### src/rtl/uart_pkg.sv
// Shared definitions for the UART transmit path: arbiter state encoding
// and the default byte width handed to the transmitter.
package uart_pkg;

    // Default width of one byte sent to the UART transmitter.
    localparam int DEFAULT_DATA_WIDTH = 8;

    // Arbiter FSM state encoding, kept as plain constants so legacy
    // transmitter-side code can compare against the same values.
    localparam logic [1:0] ARB_IDLE      = 2'b00;
    localparam logic [1:0] ARB_LAUNCH    = 2'b01;
    localparam logic [1:0] ARB_WAIT_BUSY = 2'b10;
    localparam logic [1:0] ARB_WAIT_DONE = 2'b11;

endpackage

### src/rtl/rr_priority_pick.sv
// Combinational round-robin picker: returns the first set request at or
// above rr_ptr, wrapping around, plus a flag saying any request is set.
// Generic enough to front any shared-resource arbiter.
module rr_priority_pick #(
    parameter int NUM_REQ = 4
) (
    input  logic [NUM_REQ-1:0]         req,
    input  logic [$clog2(NUM_REQ)-1:0] rr_ptr,
    output logic [$clog2(NUM_REQ)-1:0] winner,
    output logic                       any_req
);

    localparam int PTR_W = $clog2(NUM_REQ);

    logic [PTR_W-1:0] idx;

    // Scan upward from rr_ptr with wrap-around and keep the first hit.
    always_comb begin
        // NOTE: every output gets a default before the loop, so no path
        // leaves a value unassigned and no latch is inferred.
        winner  = '0;
        any_req = 1'b0;
        idx     = '0;
        for (int i = 0; i < NUM_REQ; i++) begin
            idx = PTR_W'((int'(rr_ptr) + i) % NUM_REQ);
            if (!any_req && req[idx]) begin
                any_req = 1'b1;
                winner  = idx;
            end
        end
    end

endmodule

### src/rtl/uart_tx_arbiter.sv
// Round-robin arbiter sharing one UART transmitter among NUM_REQ byte
// sources. Grants one byte, launches it with a single-cycle valid, then
// follows the transmitter busy flag until the frame ends before granting
// again. A launch that never sees busy rise is dropped with timeout_err.
module uart_tx_arbiter
    import uart_pkg::*;
#(
    parameter int NUM_REQ      = 4,
    parameter int DATA_WIDTH   = DEFAULT_DATA_WIDTH,
    parameter int BUSY_TIMEOUT = 4
) (
    input  logic                          clk,
    input  logic                          reset,
    input  logic [NUM_REQ-1:0]            req,
    input  logic [NUM_REQ*DATA_WIDTH-1:0] req_data,
    output logic [NUM_REQ-1:0]            ack,
    output logic [DATA_WIDTH-1:0]         tx_data,
    output logic                          tx_data_valid,
    input  logic                          tx_busy,
    output logic [$clog2(NUM_REQ)-1:0]    grant_id,
    output logic                          active,
    output logic                          timeout_err
);

    localparam int PTR_W = $clog2(NUM_REQ);
    localparam int CNT_W = $clog2(BUSY_TIMEOUT + 1);

    logic [1:0]            state;
    logic [PTR_W-1:0]      rr_ptr;
    logic [CNT_W-1:0]      busy_cnt;

    logic [PTR_W-1:0]      winner;
    logic                  any_req;
    logic [NUM_REQ-1:0]    win_onehot;
    logic [DATA_WIDTH-1:0] win_byte;
    logic [PTR_W-1:0]      next_ptr;

    rr_priority_pick #(
        .NUM_REQ (NUM_REQ)
    ) u_pick (
        .req     (req),
        .rr_ptr  (rr_ptr),
        .winner  (winner),
        .any_req (any_req)
    );

    // Decode the winner into its ack bit, its byte and the pointer after it.
    always_comb begin
        win_onehot = NUM_REQ'(1) << winner;
        win_byte   = '0;
        for (int i = 0; i < NUM_REQ; i++) begin
            if (PTR_W'(i) == winner) begin
                win_byte = req_data[i*DATA_WIDTH +: DATA_WIDTH];
            end
        end
        next_ptr = (winner == PTR_W'(NUM_REQ - 1)) ? '0 : winner + PTR_W'(1);
    end

    // Arbitration FSM; every output is a register updated here.
    always_ff @(posedge clk or negedge reset) begin
        if (!reset) begin
            state         <= ARB_IDLE;
            rr_ptr        <= '0;
            busy_cnt      <= '0;
            ack           <= '0;
            tx_data       <= '0;
            tx_data_valid <= 1'b0;
            grant_id      <= '0;
            active        <= 1'b0;
            timeout_err   <= 1'b0;
        end else begin
            // NOTE: non-blocking assignments so every register samples the
            // pre-edge values; the defaults below make the pulses one cycle.
            ack           <= '0;
            tx_data_valid <= 1'b0;
            timeout_err   <= 1'b0;

            case (state)
                ARB_IDLE: begin
                    // A frame still on the line (busy high) blocks any grant.
                    if (any_req && !tx_busy) begin
                        ack      <= win_onehot;
                        tx_data  <= win_byte;
                        grant_id <= winner;
                        rr_ptr   <= next_ptr;
                        state    <= ARB_LAUNCH;
                    end
                end

                ARB_LAUNCH: begin
                    tx_data_valid <= 1'b1;
                    active        <= 1'b1;
                    busy_cnt      <= '0;
                    state         <= ARB_WAIT_BUSY;
                end

                ARB_WAIT_BUSY: begin
                    if (tx_busy) begin
                        state <= ARB_WAIT_DONE;
                    end else if (busy_cnt == CNT_W'(BUSY_TIMEOUT - 1)) begin
                        // The byte was already acked, so it is simply dropped.
                        timeout_err <= 1'b1;
                        active      <= 1'b0;
                        state       <= ARB_IDLE;
                    end else begin
                        busy_cnt <= busy_cnt + CNT_W'(1);
                    end
                end

                ARB_WAIT_DONE: begin
                    if (!tx_busy) begin
                        active <= 1'b0;
                        state  <= ARB_IDLE;
                    end
                end

                default: state <= ARB_IDLE;
            endcase
        end
    end

endmodule

### config.mk
export PLATFORM = sky130hd
export DESIGN_NAME = uart_tx_arbiter
export DESIGN_NICKNAME = d
export VERILOG_FILES = /design/src/rtl/uart_pkg.sv /design/src/rtl/rr_priority_pick.sv /design/src/rtl/uart_tx_arbiter.sv
export SDC_FILE = /design/constraint.sdc
export NUM_CORES = 1
export LEC_CHECK = 0
export ABC_AREA = 1
export CAP_MARGIN = 20
export CORE_MARGIN = 1.5
export CORE_UTILIZATION = 35
export CTS_CLUSTER_DIAMETER = 40
export CTS_CLUSTER_SIZE = 28
export DETAILED_ROUTE_END_ITERATION = 10
export GPL_TIMING_DRIVEN = 0
export PLACE_DENSITY = 0.77
export SLEW_MARGIN = 20
export SYNTH_ARGS = -nofsm -noshare
export SYNTH_HDL_FRONTEND = slang
export SYNTH_SLANG_ARGS = --single-unit
### constraint.sdc
create_clock -name clk -period 3.63 [get_ports clk]
set_input_delay 0.726 -clock clk [delete_from_list [all_inputs] [get_ports clk]]
set_output_delay 0.726 -clock clk [all_outputs]
set_load 0.05 [all_outputs]
Word level (Yosys, flattened, before mapping)
Index checks and enable logic that the tools add are counted.
W data, S select, Z words.
- flip-flop bits (word level): 24
- word-level logic and storage cells: 88
- output and inout port bits: 17
- bits in writable memories: 0
- memories: 0
- latch bits: 0
- memory bits (read-only): 0
- input port bits: 39
- shift-type cells: 1
- $add $sub $neg: 5
- eq/ne operators: 14
- $mul: 0
- reductions and logical operators: 16
- bitwise operators: 0
- muxes and demuxes: 39
- magnitude comparators: 4
- divide/modulo/power cells: 0
- operator list (cell ; count):
    $mux W8 ; 4
    $mux W2 ; 9
    $mux W1 ; 15
    $lt A2 B3 Y1 const B ; 4
    $ne A2 B2 Y1 const B ; 5
    $bmux W1 S2 ; 4
    $mux W4 ; 2
    $pmux W2 S4 ; 1
    $eq A2 B2 Y1 const B ; 3
    $mux W3 ; 2
    $pmux W3 S2 ; 1
    $reduce_and A3 Y1 ; 2
    $add A2 B1 Y2 const B ; 2
    $add A2 B2 Y2 const B ; 2
    $eq A2 B2 Y1 const A ; 2
    $logic_and A1 B1 Y1 ; 4
    $logic_not A1 Y1 ; 4
    $logic_not A2 Y1 ; 2
    $reduce_and A4 Y1 ; 1
    $shl A1 B2 Y4 const A ; 1
    $add A3 B1 Y3 const B ; 1
    $eq A3 B2 Y1 const B ; 1
    $ne A3 B3 Y1 const B ; 1
    $pmux W1 S3 ; 1
    5 further kinds ; 5

Longest topological paths before layout
- word-level depth: 17
- depth in mapped cells: 19
- mapped depth without buffers: 18

Cells and area by module
From an unflattened synthesis, not the netlist that was laid out.
- cell total of the unflattened synthesis: 230
- area, all modules: 1710.4 µm²
- by module, submodules not included (module ; instances ; area an instance (µm²) ; cells an instance):
    uart_tx_arbiter ; 1 ; 1391.3 ; 171
    rr_priority_pick ; 1 ; 319.1 ; 59

Worst setup path before layout
No wires, ideal clock.
- path kind: in2reg
- from: in req[0]
- to: reg tx_data[0]
- data arrival time: 2.620 ns
- setup time: 0.066 ns
- setup slack: 0.944 ns
- stages: 17
- path buffers: 1
- cells stage by stage: inv_1 -> nand2_1 -> nand3_1 -> nand2_2 -> nor2_8 -> nand3_4 -> nand3_1 -> inv_1 -> ha_1 -> clkbuf_1 -> nor2_1 -> nand2_1 -> nand2_1 -> o21ai_0 -> o21ai_0 -> nand2_1 -> nand2_1
- word-level cells in the longest chain between the ends: 17
- ends and longest elaborated chain (element ; line ; text):
    from (decl) ; uart_tx_arbiter.sv:14 ; input logic [NUM_REQ-1:0] req,
    $bmux W1 S2 ; rr_priority_pick.sv:26 ; if (!any_req && req[idx]) begin
    $mux W1 (implied by the code) ; rr_priority_pick.sv:26 ;
    $mux W1 ; rr_priority_pick.sv:26 ;
    $logic_not A1 Y1 ; rr_priority_pick.sv:26 ;
    $logic_and A1 B1 Y1 ; rr_priority_pick.sv:26 ;
    $mux W1 ; rr_priority_pick.sv:26 ;
    $logic_not A1 Y1 ; rr_priority_pick.sv:26 ;
    $logic_and A1 B1 Y1 ; rr_priority_pick.sv:26 ;
    $mux W1 ; rr_priority_pick.sv:26 ;
    $logic_not A1 Y1 ; rr_priority_pick.sv:26 ;
    $logic_and A1 B1 Y1 ; rr_priority_pick.sv:26 ;
    $mux W2 (*) ; rr_priority_pick.sv:26 ;
    named net u_pick.winner[0] ; rr_priority_pick.sv:9 ; output logic [$clog2(NUM_REQ)-1:0] winner,
    $logic_not A2 Y1 ; uart_tx_arbiter.sv:52 ; if (PTR_W'(i) == winner) begin
    $mux W8 (3 in a row) ; uart_tx_arbiter.sv:52 ;
    $mux W8 (*) ; uart_tx_arbiter.sv:52 ;
    to (signal assigned) ; uart_tx_arbiter.sv:83 ; tx_data <= win_byte;
    to (decl) ; uart_tx_arbiter.sv:17 ; output logic [DATA_WIDTH-1:0] tx_data,
The timed path passes the listed nets; every way through them passes the cells marked *. The select of a mux whose other input is x is not followed.
A chain may end at the register's enable or synchronous reset.

Worst setup path after layout
- from: in req[1]
- to: reg tx_data[1]
Same word-level chain as after synthesis.

==> flow_summary.json <==
{
  "yosysTopAreaCellShare_pct": 39.1,
  "fillers": 394,
  "yosysUniqueCellTypes": 24,
  "wl_met3_um": 173,
  "ys_seq_elements": 24,
  "critPathCaptureType": "register",
  "viasPerCell": 4.78,
  "fin_crit_ns": 3.32,
  "place_hpwl_um": 2970,
  "cts_tree": "yes",
  "drtIter0Drc": 53,
  "timing.rr.start": "rr_ptr[0]$_DFFE_PN0P_",
  "r2r-end": "tx_data[1]$_DFFE_PN0P_",
  "synth_xor_area_share_pct": 0,
  "synth_area_um2": 1540,
  "grt_max_degree": 25,
  "die_area_um2": 4800,
  "drt_first_pass_iters": 4,
  "antenna_found_initial": 0,
  "clock_sinks": 24,
  "async_flop_share_pct": 100,
  "gr-usage-all-layers_pct": 16.6,
  "wl_met1_um": 1610,
  "rsz0062_at_grt": "no",
  "syn_inst": 209,
  "placed_area_um2": 2150,
  "synth_top_cell_by_area": "dfrtp_1",
  "synthMuxAreaShare_pct": 0,
  "overflow": 0,
  "setup-violations-final": 0,
  "skew_ns": 0.00261,
  "totalWireLength_um": 3760,
  "max_slew_margin_pct": 64.6,
  "layout_common_cells": "nand2_1 (82), clkdlybuf4s50_1 (54), dfrtp_1 (24)",
  "arrival_ns": 3.53,
  "io-pin-count": 56,
  "cts_inserted_buffers": 3,
  "cp.required_ns": 3.84,
  "maxUsedRoutingLayer": "met4",
  "mostFrequentLayoutCell": "nand2_1",
  "ant_nets": 0,
  "syn_avg_cell_area_um2": 7.35,
  "power_density_nw_per_um2": 1030,
  "timing.fmax_ghz": 0.301,
  "rrSetupSlack_ns": 0.70,
  "cts_setup_buffers": 0,
  "start_util_pct": 37.3,
  "grt_pass1_wl_um": 6520,
  "final_max_slew_viol_count": 0,
  "synth_compound_area_share_pct": 11.9,
  "drive_gt1_share_pct": 8.96,
  "dieWidth_um": 69.3,
  "synth_top_family_by_area": "simple AND/OR/NAND/NOR gates",
  "num_vias": 1521,
  "final_util_pct": 53.9,
  "ff2ff_path_depth": 18,
  "peakVddDrop_v": 0.000455,
  "synth_flop_cell": "dfrtp_1",
  "crit_path_start_kind": "primary input",
  "crit_fanout": 10,
  "clockBufferDepth": 2,
  "path_clk_slew_ns": 0.08,
  "htree_levels": 1,
  "hold_viol": 0,
  "io_buffers": 55,
  "drv_cap": 0,
  "synth_edf_count": 0,
  "ys_seq_area_share_pct": 39.1,
  "core_area_um2": 4120,
  "gp_congestion": 0.842,
  "grt_pass1_vias": 1479,
  "synth_area_leaders": "dfrtp_1 (39%), nand2_1 (20%), o21ai_0 (7.5%), ha_1 (4.9%), inv_1 (4.4%)",
  "antenna_cells": 0,
  "rows": 23,
  "die_h_um": 69.3,
  "synth-warning-count": 0,
  "insertion_delay_ns": 0.26,
  "design_area_um2": 2220,
  "min_period_over_period_pct": 91.5,
  "tightest_slew_ns": 0.531,
  "leakagePower_uw": 0.00106,
  "synthSimpleGateAreaFrac_pct": 35.7,
  "cts_root_buffer": "clkbuf_8",
  "syn_nets": 254,
  "hold_path.class": "primary input to asynchronous set/reset pin",
  "drcViolationCount": 0,
  "status": "finished, final reports clean",
  "synthToLayoutAreaGrowth_pct": 44.4,
  "synth_adder_area_share_pct": 4.89,
  "wl_met2_um": 1910,
  "path_class": "primary input to register",
  "wl_per_cell_um": 11.8,
  "final_nets": 314
}
## report_power, final
part	internal, µW	leakage (µW)	switching [µW]
clock network	147	0.0000357	84.7
logic	546	0.000719	1080
registers	364	0.000310	59.9
total	1060	0.00106	1220
## worst max-delay path, cell delays in order
cell and delay, ns:
clkdlybuf4s50_1 0.45, inv_1 0.07, nand2_1 0.06, nand3_1 0.12, nand2_2 0.11, nor2_8 0.15
nand3_4 0.11, nand3_1 0.22, inv_1 0.10, ha_1 0.20, clkbuf_1 0.24, nor2_2 0.38
nand2_1 0.10, nand2_1 0.07, o21ai_0 0.11, o21ai_0 0.17, nand2_1 0.08, nand2_1 0.05
## logic make-up after synthesis
logic type | after synthesis
simple gates | 117
compound gates | 35
fa+ha+maj | 6
buf+inv | 27
flops | 24
## routing by layer
layer | vias to the layer above | GRT usage, %
li1 | 784 | -
met3 | 8 | 2.47
met4 | 0 | 6.10
met5 | - | 0
met1 | 677 | 20.2
met2 | 52 | 29.4
## metrics by stage
step | hold WS, ns | TNS (ns) | std cells | setup WS [ns] | total power (µW)
5_1_grt | 0.475 | 0 | 318 | 0.0861 | 2490
2_1_floorplan | 0.430 | 0 | 209 | 0.944 | 1620
6_report | 0.430 | 0 | 318 | 0.308 | 2280
4_1_cts | 0.493 | 0 | 318 | 0.205 | 2280
3_5_place_dp | 0.469 | -0.177 | 314 | -0.0649 | 2040
3_3_place_gp | 0.462 | 0 | 314 | 0.0283 | 2010
## repair_timing
action / CTS / global route
gates resized for setup: 0 / 1
endpoints found under the setup margin: 0 / 5
hold buffers: 0 / 0
## how the worst max path moves through the flow
stage / from / to / slack [ns] / cells past startpoint
after floorplan: req[0] / tx_data[0]$_DFFE_PN0P_ / 0.94 / 17
after global placement: req[1] / tx_data[1]$_DFFE_PN0P_ / 0.03 / 18
after detailed placement: req[1] / tx_data[1]$_DFFE_PN0P_ / -0.06 / 18
after CTS: req[1] / tx_data[1]$_DFFE_PN0P_ / 0.21 / 18
after global routing: req[0] / tx_data[1]$_DFFE_PN0P_ / 0.09 / 18
final: req[1] / tx_data[1]$_DFFE_PN0P_ / 0.31 / 18
## sequential cells by signal (all words and copies together), names as in the netlist
register and flops:
grant_id 2, tx_data_valid 1, timeout_err 1, ack 4, tx_data 8, rr_ptr 2, busy_cnt 3, state 2
active 1
## layout make-up
type                            instances  area [µm²]  share of cell area (%)
Tap cell                               50        62.6                    2.82
Clock buffer                            3        41.3                    1.86
Clock inverter                          1        30.0                    1.35
Sequential cell                        24         601                    27.1
Inverter                               20        80.1                    3.61
Timing Repair Buffer                   55         546                    24.6
Buffer                                  7        48.8                    2.20
Multi-Input combinational cell        158         810                    36.5
## synth_stat cells, types with 2 or more instances
cell      instances
clkbuf_1          4
nand3_4           2
nand2_4           3
dfrtp_1          24
nand2_1          82
a21oi_1           9
nor2_1           10
inv_1            18
nand3_1          10
nand2_2           4
ha_1              6
o21ai_0          23
buf_6             3
Power figures use the tool's default switching activity.
==> RTL edit: new RTL, same flow settings <==
Put one more register stage on the output `timeout_err`, cleared by the reset. The value now appears one clock later. The other outputs are not delayed to match.
--- a/src/rtl/uart_tx_arbiter.sv
+++ b/src/rtl/uart_tx_arbiter.sv
@@ -26,2 +26,4 @@
     localparam int CNT_W = $clog2(BUSY_TIMEOUT + 1);
+
+    logic timeout_err_s0;
 
@@ -69,3 +71,3 @@
             active        <= 1'b0;
-            timeout_err   <= 1'b0;
+            timeout_err_s0 <= 1'b0;
         end else begin
@@ -75,3 +77,3 @@
             tx_data_valid <= 1'b0;
-            timeout_err   <= 1'b0;
+            timeout_err_s0 <= 1'b0;
 
@@ -101,3 +103,3 @@
                         // The byte was already acked, so it is simply dropped.
-                        timeout_err <= 1'b1;
+                        timeout_err_s0 <= 1'b1;
                         active      <= 1'b0;
@@ -121,2 +123,10 @@
 
+    always_ff @(posedge clk or negedge reset) begin
+        if (!reset) begin
+            timeout_err <= '0;
+        end else begin
+            timeout_err <= timeout_err_s0;
+        end
+    end
+
 endmodule
Check against the original RTL: same outputs for any inputs over 4 cycles, from zero or initial values and one cycle with reset low; that may be too few to reach the edited logic, so the function may still have changed.
==> RTL edit against the unedited design <==
Cell count up 0.94%. Synthesized cell count up 1.4%. Setup slack better by 0.047 ns. Wire length down 3.5%. Area after synthesis up 0.33%. Highest routed layer unchanged. Total power up 0.13%. Final area down 0.79%. Combinational power up 3%. Sequential cell count up 1. Fmax up 1.4%.
==> RTL edit: results (changes against the unedited design) <==
Setup path
  • Reg2reg end: tx_data[4]$_DFFE_PN0P_
  • Worst EP arrival: 3.48 ns (-0.05 ns)

Timing
  • Clock Skews: 0.00183 ns (-0.000786 ns)
  • Slew headroom: 63.4% (-1.2 points)
  • Fin Hold WS: 0.360 ns (-0.0706 ns)

Pwr
  • Switch share: 55.0% (+1.5 points)
  • Leak Pwr: 1.05 nW (-1.0%)
  • Max VDD drop: 0.483 mV (+6.2%)

Routing
  • Total wire length: 3630 µm (-3.5%)
  • Drt initial violations: 61 (+15%)
  • Routed vias/inst: 4.75 (-0.74%)

Synthesis
  • Net count after synthesis: 257 (+1.2%)
  • Area fraction in compound gates after synthesis: 12.7% (+0.85 points)
  • Adder-Cell Fraction of Synth Area: 4.87% (-0.016 points)
  • Largest cells by area after synthesis: dfrtp_1 41%, nand2_1 20%, o21ai_0 7.1%
  • Synth cell count leaders: 81 x nand2_1, 25 x dfrtp_1, 22 x o21ai_0

Hold path
  • Worst hold path type: flop to flop

Cells and area
  • Fin area: 0.00220 mm² (-0.79%)
  • NumNets Final: 317 (+0.96%)
  • Layout cells sized above 1: 9.59% (+0.64 points)
  • Fill count: 391 (-0.76%)

Outcome
  • Status: finished clean

Placement
  • Half-perimeter wire length after placement: 2800 µm (-5.7%)
  • GPL Wtd Cong: 0.871 (+3.5%)
  • Dpl ws: -0.0622 ns (+0.00264 ns)

Global routing
  • Tot GR Track Use: 15.8% (-0.77 points)
  • Largest net degree at the start of global routing: 26 (+4.0%)
-- RTL edit: timing repair --
| action | in CTS | in global routing |
|---|---|---|
| gates resized for setup | 0 | 1 |
| hold endpoints to repair | 0 | 0 |
| setup endpoints to repair | 0 | 6 |
-- RTL edit: how the worst max path moves through the flow --
| stage | to | slack (ns) |
|---|---|---|
| finish | tx_data[4]$_DFFE_PN0P_ | 0.36 |
| CTS | tx_data[4]$_DFFE_PN0P_ | 0.23 |
| floorplan | tx_data[1]$_DFFE_PN0P_ | 0.98 |
| global route | tx_data[6]$_DFFE_PN0P_ | 0.09 |
| global placement | tx_data[4]$_DFFE_PN0P_ | -0.002 |
| detailed placement | tx_data[4]$_DFFE_PN0P_ | -0.06 |
-- RTL edit: per-layer routing --
metal	vias to the layer above	GRT usage [%]	wire length (µm)
met5	-	0	0
met4	0	5.45	80
met3	8	2.62	144
met2	39	25.2	1660
met1	686	21.6	1740
li1	791	-	-
-- RTL edit: power by group through the flow --
| stage | logic (mW) | registers (mW) | clock network, mW |
|---|---|---|---|
| global route | 1.90 | 0.457 | 0.183 |
| detailed placement | 1.66 | 0.449 | 0 |
| finish | 1.67 | 0.444 | 0.165 |
| global placement | 1.64 | 0.448 | 0 |
| CTS | 1.67 | 0.444 | 0.173 |
| floorplan | 0.993 | 0.678 | 0 |
-- RTL edit: layout make-up --
type                            count  share of cell area, %
Tap cell                           50                   2.84
Sequential cell                    25                   28.4
Timing Repair Buffer               55                   24.8
Buffer                              7                   2.22
Clock inverter                      1                  0.341
Clock buffer                        3                   1.88
Inverter                           21                   3.81
Multi-Input combinational cell    159                   35.7
-- RTL edit: kinds of logic after synthesis --
family          Yosys count
compound gates           36
simple gates            117
flops                    25
fa+ha+maj                 6
buf+inv                  28
